## src/rtl/replay_pkg.sv

```systemverilog
// rtl/replay_pkg.sv - shared state type and default parameters for replay_control
package replay_pkg;

  typedef enum logic [1:0] {
    ST_IDLE   = 2'd0,
    ST_REPLAY = 2'd1,
    ST_DONE   = 2'd2
  } state_e;

  localparam int REPLAY_ADDR_WIDTH       = 5;
  localparam int REPLAY_NUM_BANKS        = 2;
  localparam int REPLAY_CNT_WIDTH        = 8;
  localparam int REPLAY_RESTART_ON_ERROR = 1;

endpackage

```

## src/rtl/replay_control_lowest_bit_sel.sv

```systemverilog
// rtl/replay_control_lowest_bit_sel.sv - lowest-set-bit priority encoder with valid flag
module lowest_bit_sel #(
  parameter int WIDTH = 2,
  parameter int IDX_W = 1
) (
  input  logic [WIDTH-1:0] in_i,
  output logic [IDX_W-1:0] idx_o,
  output logic             valid_o
);

  // Scan from the top so the lowest set bit is the last one written.
  always_comb begin
    idx_o   = '0;
    valid_o = 1'b0;
    for (int i = WIDTH - 1; i >= 0; i--) begin
      if (in_i[i]) begin
        idx_o   = IDX_W'(i);
        valid_o = 1'b1;
      end
    end
  end

endmodule

```

## src/rtl/replay_control.sv

```systemverilog
// rtl/replay_control.sv - sweeps every register address of each errored bank, then pulses done
module replay_control
  import replay_pkg::*;
#(
  parameter int ADDR_WIDTH       = REPLAY_ADDR_WIDTH,
  parameter int NUM_BANKS        = REPLAY_NUM_BANKS,
  parameter int CNT_WIDTH        = REPLAY_CNT_WIDTH,
  parameter int RESTART_ON_ERROR = REPLAY_RESTART_ON_ERROR,
  localparam int BANK_W          = (NUM_BANKS > 1) ? $clog2(NUM_BANKS) : 1
) (
  input  logic                  clk,
  input  logic                  rst,
  input  logic [NUM_BANKS-1:0]  error_i,
  input  logic                  replay_ready_i,
  output logic                  fetch_block_o,
  output logic                  replay_valid_o,
  output logic [ADDR_WIDTH-1:0] replay_addr_o,
  output logic [BANK_W-1:0]     replay_bank_o,
  output logic                  done_o,
  output logic [CNT_WIDTH-1:0]  err_count_o
);

  localparam logic [ADDR_WIDTH-1:0] ADDR_MAX = '1;
  localparam logic [CNT_WIDTH-1:0]  CNT_MAX  = '1;

  state_e                state_q, state_d;
  logic [NUM_BANKS-1:0]  mask_q, mask_d;
  logic [ADDR_WIDTH-1:0] addr_q, addr_d;
  logic [BANK_W-1:0]     bank_q, bank_d;
  logic [CNT_WIDTH-1:0]  cnt_q, cnt_d;

  logic                  any_err, hit_cur;
  logic [NUM_BANKS-1:0]  cur_onehot, mask_clr, sel_in;
  logic [BANK_W-1:0]     sel_idx;
  logic                  sel_valid;

  // One encoder serves both the initial load and the end-of-bank reselect.
  always_comb begin
    any_err    = |error_i;
    cur_onehot = NUM_BANKS'(1) << bank_q;
    hit_cur    = (RESTART_ON_ERROR != 0) && ((error_i & cur_onehot) != '0);
    mask_clr   = (mask_q & ~cur_onehot) | error_i;
    sel_in     = (state_q == ST_REPLAY) ? mask_clr : error_i;
  end

  lowest_bit_sel #(
    .WIDTH (NUM_BANKS),
    .IDX_W (BANK_W)
  ) u_sel (
    .in_i    (sel_in),
    .idx_o   (sel_idx),
    .valid_o (sel_valid)
  );

  always_comb begin
    state_d = state_q;
    mask_d  = mask_q;
    addr_d  = addr_q;
    bank_d  = bank_q;
    cnt_d   = (any_err && (cnt_q != CNT_MAX)) ? cnt_q + 1'b1 : cnt_q;

    case (state_q)
      ST_IDLE, ST_DONE: begin
        state_d = ST_IDLE;
        mask_d  = '0;
        addr_d  = '0;
        bank_d  = '0;
        if (any_err) begin
          state_d = ST_REPLAY;
          mask_d  = error_i;
          bank_d  = sel_idx;
        end
      end
      ST_REPLAY: begin
        mask_d = mask_q | error_i;
        if (hit_cur) begin
          addr_d = '0;
        end else if (replay_ready_i) begin
          if (addr_q == ADDR_MAX) begin
            // Re-errors of the current bank survive the clear when restart is off.
            mask_d = mask_clr;
            addr_d = '0;
            if (!sel_valid) begin
              state_d = ST_DONE;
              bank_d  = '0;
            end else begin
              bank_d  = sel_idx;
            end
          end else begin
            addr_d = addr_q + 1'b1;
          end
        end
      end
      default: begin
        state_d = ST_IDLE;
        mask_d  = '0;
        addr_d  = '0;
        bank_d  = '0;
      end
    endcase
  end

  always_ff @(posedge clk) begin
    if (rst) begin
      state_q <= ST_IDLE;
      mask_q  <= '0;
      addr_q  <= '0;
      bank_q  <= '0;
      cnt_q   <= '0;
    end else begin
      state_q <= state_d;
      mask_q  <= mask_d;
      addr_q  <= addr_d;
      bank_q  <= bank_d;
      cnt_q   <= cnt_d;
    end
  end

  always_comb begin
    replay_valid_o = (state_q == ST_REPLAY);
    replay_addr_o  = replay_valid_o ? addr_q : '0;
    replay_bank_o  = replay_valid_o ? bank_q : '0;
    done_o         = (state_q == ST_DONE);
    fetch_block_o  = (state_q != ST_IDLE);
    err_count_o    = cnt_q;
  end

endmodule
```

## config.mk

```make
export PLATFORM = sky130hd
export DESIGN_NAME = replay_control
export DESIGN_NICKNAME = d
export VERILOG_FILES = /design/src/rtl/replay_pkg.sv /design/src/rtl/replay_control_lowest_bit_sel.sv /design/src/rtl/replay_control.sv
export SDC_FILE = /design/constraint.sdc
export NUM_CORES = 1
export LEC_CHECK = 0
export ABC_AREA = 1
export CORE_ASPECT_RATIO = 0.75
export CORE_MARGIN = 10
export CORE_UTILIZATION = 35
export CTS_BUF_LIST = sky130_fd_sc_hd__clkbuf_2
export DETAILED_ROUTE_END_ITERATION = 6
export PLACE_DENSITY = 0.71
export SYNTH_ARGS = -nofsm -noshare
export SYNTH_HDL_FRONTEND = slang
export SYNTH_SLANG_ARGS = --single-unit
```

## constraint.sdc

```tcl
create_clock -name clk -period 1.5 [get_ports clk]
set_input_delay 0.3 -clock clk [delete_from_list [all_inputs] [get_ports clk]]
set_output_delay 0.3 -clock clk [all_outputs]
set_load 0.03 [all_outputs]
```

==> results of run 1 <==
final cells by class:
| class | instances | area (sq um) |
|---|---|---|
| Inverter | 24 | 95.1 |
| Fill cell | 260 | 1240 |
| Clock buffer | 3 | 15.0 |
| Tap cell | 36 | 45.0 |
| Timing Repair Buffer | 39 | 317 |
| Multi-Input combinational cell | 114 | 588 |
| Sequential cell | 18 | 367 |
cell usage after synthesis (2+ instances only):
master / number
nor2_1: 29
xor2_1: 2
o21ai_0: 4
inv_1: 23
dfxtp_1: 18
nand2_1: 41
a21oi_1: 11
nand2_4: 2
nand4_1: 2
ha_1: 3
nand3_1: 11
cell families (layout without fill, tap and decap cells):
logic type	after synthesis	after routing	share of synthesized area (%)
buffers and inverters	26	66	10.4
xor gates and xnor gates	3	3	2.63
AOI/OAI and AO/OA	18	18	9.50
adders and majority gates	3	3	3.75
and+or+nand+nor	89	90	37.7
DFF	18	18	36.0
metrics by stage:
step / worst slack, ns / power [uW] / area, sq um / hold slack [ns]
after global placement: -0.0342 / 737 / 1330 / 0.490
final: -0.0171 / 962 / 1430 / 0.497
after floorplan: 0.0671 / 657 / 1000 / 0.468
after detailed placement: -0.0503 / 740 / 1330 / 0.502
after CTS: 0.00343 / 942 / 1340 / 0.521
after global routing: -0.117 / 1010 / 1430 / 0.544
flip-flops by register name (all words and copies together) (netlist names):
name         flops
err_count_o      8
addr_q           5
mask_q           2
state_q          2
bank_q           1
worst max-delay path by stage:
| stage | start | end | slack, ns | cells after the start |
|---|---|---|---|---|
| 4_1_cts | addr_q[0]$_SDFFE_PP0P_ | bank_q$_SDFFE_PP0P_ | 0.003 | 12 |
| 5_1_grt | addr_q[0]$_SDFFE_PP0P_ | state_q[0]$_SDFFE_PP0P_ | -0.12 | 12 |
| 3_5_place_dp | error_i[1] | err_count_o[6]$_SDFFE_PP0P_ | -0.05 | 9 |
| 2_1_floorplan | err_count_o[1]$_SDFFE_PP0P_ | err_count_o[5]$_SDFFE_PP0P_ | 0.07 | 10 |
| 6_report | addr_q[0]$_SDFFE_PP0P_ | state_q[0]$_SDFFE_PP0P_ | -0.02 | 12 |
| 3_3_place_gp | error_i[0] | err_count_o[6]$_SDFFE_PP0P_ | -0.03 | 9 |
where the power goes:
group | switching, uW | internal, uW
logic | 150 | 87.7
clock network | 150 | 54.5
registers | 19.4 | 500
per-layer routing:
layer	routed length (um)	up-vias	part of all wire, %
met5	0	-	0
met4	29	0	1.0
met3	208	2	7.4
met2	1200	40	43
met1	1370	466	49
li1	-	574	-
critical path, stage by stage (launching register included):
cell     delay, ns
dfxtp_2       0.37
ha_2          0.17
nand2_1       0.05
nor2_1        0.10
ha_2          0.18
nand2_2       0.06
inv_2         0.07
nand3_4       0.07
buf_6         0.12
nor2_4        0.07
nand3_2       0.07
nand2_1       0.06
nand2_1       0.04
timing repair:
| item | CTS | global route |
|---|---|---|
| gates cloned | 0 | 1 |
| resized for setup | 12 | 18 |
| pin swaps | 0 | 2 |
| setup buffers | 1 | 3 |
| setup endpoints to repair | 12 | 12 |
==> metrics.cfg, run 1 <==
[outcome]
status=finished with violations
violations=setup timing

[clock_network]
cts-root-buf=clkbuf_2
h-tree-depth=1
numCtsBuffers=3
clockBufferDepth=2
clkTransAtPathRegs_ns=0.17
clk_latency_ns=0.32
cts_tree=done
postCtsHoldBufs=0
cts_sinks=18

[synthesis]
synthTopCellsByArea=dfxtp_1, nand2_1, nor2_1, inv_1, a21oi_1
yosysSeqAreaShare_pct=36.0
synth-seq-cells=18
syn_area_per_cell_sq_um=6.38
syn_nets=165
yosys_warnings=0
async_flop_share_pct=0
netlist.area_leader.share_pct=36.0
synth_cell_type_count=22
synth_largest_area_cell=dfxtp_1
ys.flop_type=dfxtp_1
syn_inst=157
netlist_area_sq_um=1000
synth_edf_count=0

[hold_path]
hold_path.class=reg2reg
hold-path-cell-count=2
worstHoldStart=err_count_o[0]$_SDFFE_PP0P_
whs_endpoint=err_count_o[0]$_SDFFE_PP0P_

[routing]
route.detailed.drc=0
ant_nets=0
num_vias=1082
routed_wl_um=2800
first_pass_iters=4
routedWlPerCell_um=12.0
drt_iter0_drc=108
via_per_inst=4.62

[place]
dp_hpwl_um=2130
dp.cells=226
place_congestion=0.895
portBuffers=21

[critical_path]
start_kind=flip-flop
worst-path-max-fanout=2
r2r_start=addr_q[0]$_SDFFE_PP0P_
crit_type=reg2reg
r2r_end=state_q[0]$_SDFFE_PP0P_
r2r_cells=12
worst_setup_path_end_kind=flip-flop
r2r_slack_ns=-0.02
crit_required_ns=1.74
cp.arrival_ns=1.76

[sta]
finalSetupViolCount=1
rsz0062_at_grt=true
fin_ws_ns=-0.0171
final_hold_viol_count=0
slew_viol_final=0
min_period_ns=1.52
fin_setup_tns_ns=-0.0171
tightest_slew_ns=0.348
fin_crit_sh_pct=101
relSlewSlack_pct=76.6
fin_skew_ns=0.0148
max_freq_mhz=659

[grt]
grt_max_degree=11
grt-ovfl-total=0
grtUsageMet2_pct=15.2
grt_pass1_vias=933
grt_use_total_pct=10.0
grt_util_met3_pct=3.13
antenna_found_initial=0
grt_pass1_wl_um=4370
top_usage_layer=met2
gr-usage-met1_pct=13.1

[floorplan]
die_h_um=66.3
die_area_sq_um=5420
num_rows=16
die_w_um=81.8
ios=22
start_util_pct=37.6
core-area_sq_um=2660

[pwr]
power.density_nw_per_um2=675
leakage_uw=0.000657
irDropWorstVdd_uv=338

[layout]
layout_commonest_cell=nand2_1
post-route-util_pct=53.6
fin_cells=234
diodes=0
fin_nets=208
drive_gt1_share_pct=27.3
syn_to_final_growth_pct=42.5
mostFrequentLayoutCells=nand2_1, nor2_1, buf_4

[run]
drv_cap=0

No activity file was read; power rests on OpenSTA's default activity.
==> run 2, diff against run 1 <==
Settings changed: CORE_ASPECT_RATIO 0.75 to not set.
==> run 2 against run 1 <==
Worst hold slack gained 0.0070 ns. Global-route usage is 0.84 points lower. Clock-buffer cell count unchanged. Largest cell class unchanged. Clock power is 11% higher. Combinational power decreased by 8.4%. The run now ends clean. Fmax grew 2.5%. Critical endpoint is now mask_q[1]$_SDFF_PP0_.
==> metrics.cfg, run 2 (synthesized netlist as in run 1, its figures left out) <==
[outcome]
status=finished, final reports clean

[layout]
n_fill_cell=266
drive_gt1_share_pct=26.2
diodes=0
final_area_sq_um=1400
post-route-util_pct=51.2
syn_to_final_growth_pct=39.9
largest_reg_flops=8
layout_commonest_cell=nand2_1
fin_nets=204
mostFrequentLayoutCells=nand2_1, nor2_1, buf_4

[floorplan]
ios=22
start_util_pct=36.6
die_area_sq_um=5400
die_h_um=73.5
die_w_um=73.5
num_rows=19
core-area_sq_um=2730

[place]
dp_hpwl_um=1930
pre_cts_ws_ns=-0.0282
portBuffers=21
place_congestion=0.882
placed_cell_area_sq_um=1320

[run]
drv_cap=0

[clock_network]
cts_tree=done
clkTransAtPathRegs_ns=0.19
cts-root-buf=clkbuf_2
numCtsBuffers=3
cts_sinks=18
h-tree-depth=1
clk_latency_ns=0.32
clockBufferDepth=2
postCtsHoldBufs=0

[grt]
antenna_found_initial=0
grt_use_total_pct=9.21
grt_pass1_vias=984
grt-ovfl-total=0
grt_max_degree=11
grt_pass1_wl_um=4060

[pwr]
power_switching_uw=324
p_int_uw=639
power_frac_comb_pct=22.6
irDropWorstVdd_uv=502
seqPwrFrac_pct=53.9
power.density_nw_per_um2=688
finalPower_uw=963
p_sw_share_pct=33.7
leakage_uw=0.000651
p_clk_share_pct=23.5

[critical_path]
crit_required_ns=1.74
crit_path_top_delay_cell=dfxtp_2
crit_type=reg2reg
cpPeakStageDelay_ns=0.40
crit_chain=ha_4, nand2_4, nor2_4, ha_2, nand2_2, buf_4, o31ai_2, a21oi_1
timing.critical_path.from=addr_q[1]$_SDFFE_PP0P_
start_kind=flip-flop
cp.arrival_ns=1.72
r2r_start=addr_q[1]$_SDFFE_PP0P_
worst-path-max-fanout=2
worst_setup_path_end_kind=flip-flop

[routing]
via_per_inst=4.71
drt_iter0_drc=33
routedWlPerCell_um=11.0
ant_nets=0
num_vias=1065
routed_wl_um=2490
first_pass_iters=4
route.detailed.drc=0

[sta]
hold_ws_ns=0.504
fin_ws_ns=0.0200
finalSetupViolCount=0
final_hold_viol_count=0
relSlewSlack_pct=78.9
max_freq_mhz=676
min_period_ns=1.48
slew_viol_final=0
fin_skew_ns=0.00506
rsz0062_at_grt=true
fin_crit_sh_pct=98.7
tightest_slew_ns=0.318

[hold_path]
worstHoldStart=err_count_o[0]$_SDFFE_PP0P_
hold_path.class=reg2reg

[run 2: what timing repair did]
action | in CTS | in global routing
endpoints found under the hold margin | 0 | 0
resized for setup | 13 | 19
setup endpoints to repair | 13 | 14
cloned | 0 | 0
pin swaps | 0 | 8
buffers inserted | 1 | 0
[run 2: power groups by stage]
stage / Sequential [uW] / Combinational, uW / Clock, uW
global route: 523 / 240 / 244
global placement: 526 / 209 / 0
floorplan: 539 / 118 / 0
finish: 519 / 218 / 227
CTS: 516 / 210 / 230
detailed placement: 526 / 211 / 0
[run 2: worst max-delay path, delay by kind of cell, from the launching register on]
family | cells | cell delay (ns)
fa+ha+maj | 2 | 0.32
flops | 1 | 0.40
compound gates | 2 | 0.32
simple gates | 3 | 0.21
buf+inv | 1 | 0.14
[run 2: metal layers]
layer	GRT usage, %	routed length [um]
met5	0	0
met4	5.59	81
met3	1.62	115
met2	14.6	1090
met1	11.2	1200
[run 2: stage by stage]
stage | instances | TNS, ns
final | 226 | 0
after global routing | 226 | -0.218
after CTS | 226 | 0
after detailed placement | 221 | -0.0815
after global placement | 221 | 0
after floorplan | 157 | 0
[run 2: final cells by class]
| cell class | count | area (sq um) | share of cell area, % |
|---|---|---|---|
| Clock buffer | 3 | 15.0 | 1.07 |
| Clock inverter | 1 | 3.75 | 0.268 |
| Inverter | 24 | 92.6 | 6.61 |
| Multi-Input combinational cell | 113 | 589 | 42.1 |
| Sequential cell | 18 | 368 | 26.3 |
| Tap cell | 31 | 38.8 | 2.77 |
| Timing Repair Buffer | 36 | 293 | 20.9 |
[run 2: final timing paths]
path	end	slack, ns	depth (start not counted)
worst max-delay path	mask_q[1]$_SDFF_PP0_	0.02	8
worst min-delay path	err_count_o[0]$_SDFFE_PP0P_	0.50	2
worst max register to register	mask_q[1]$_SDFF_PP0_	0.02	8
worst min register to register	err_count_o[0]$_SDFFE_PP0P_	0.50	2
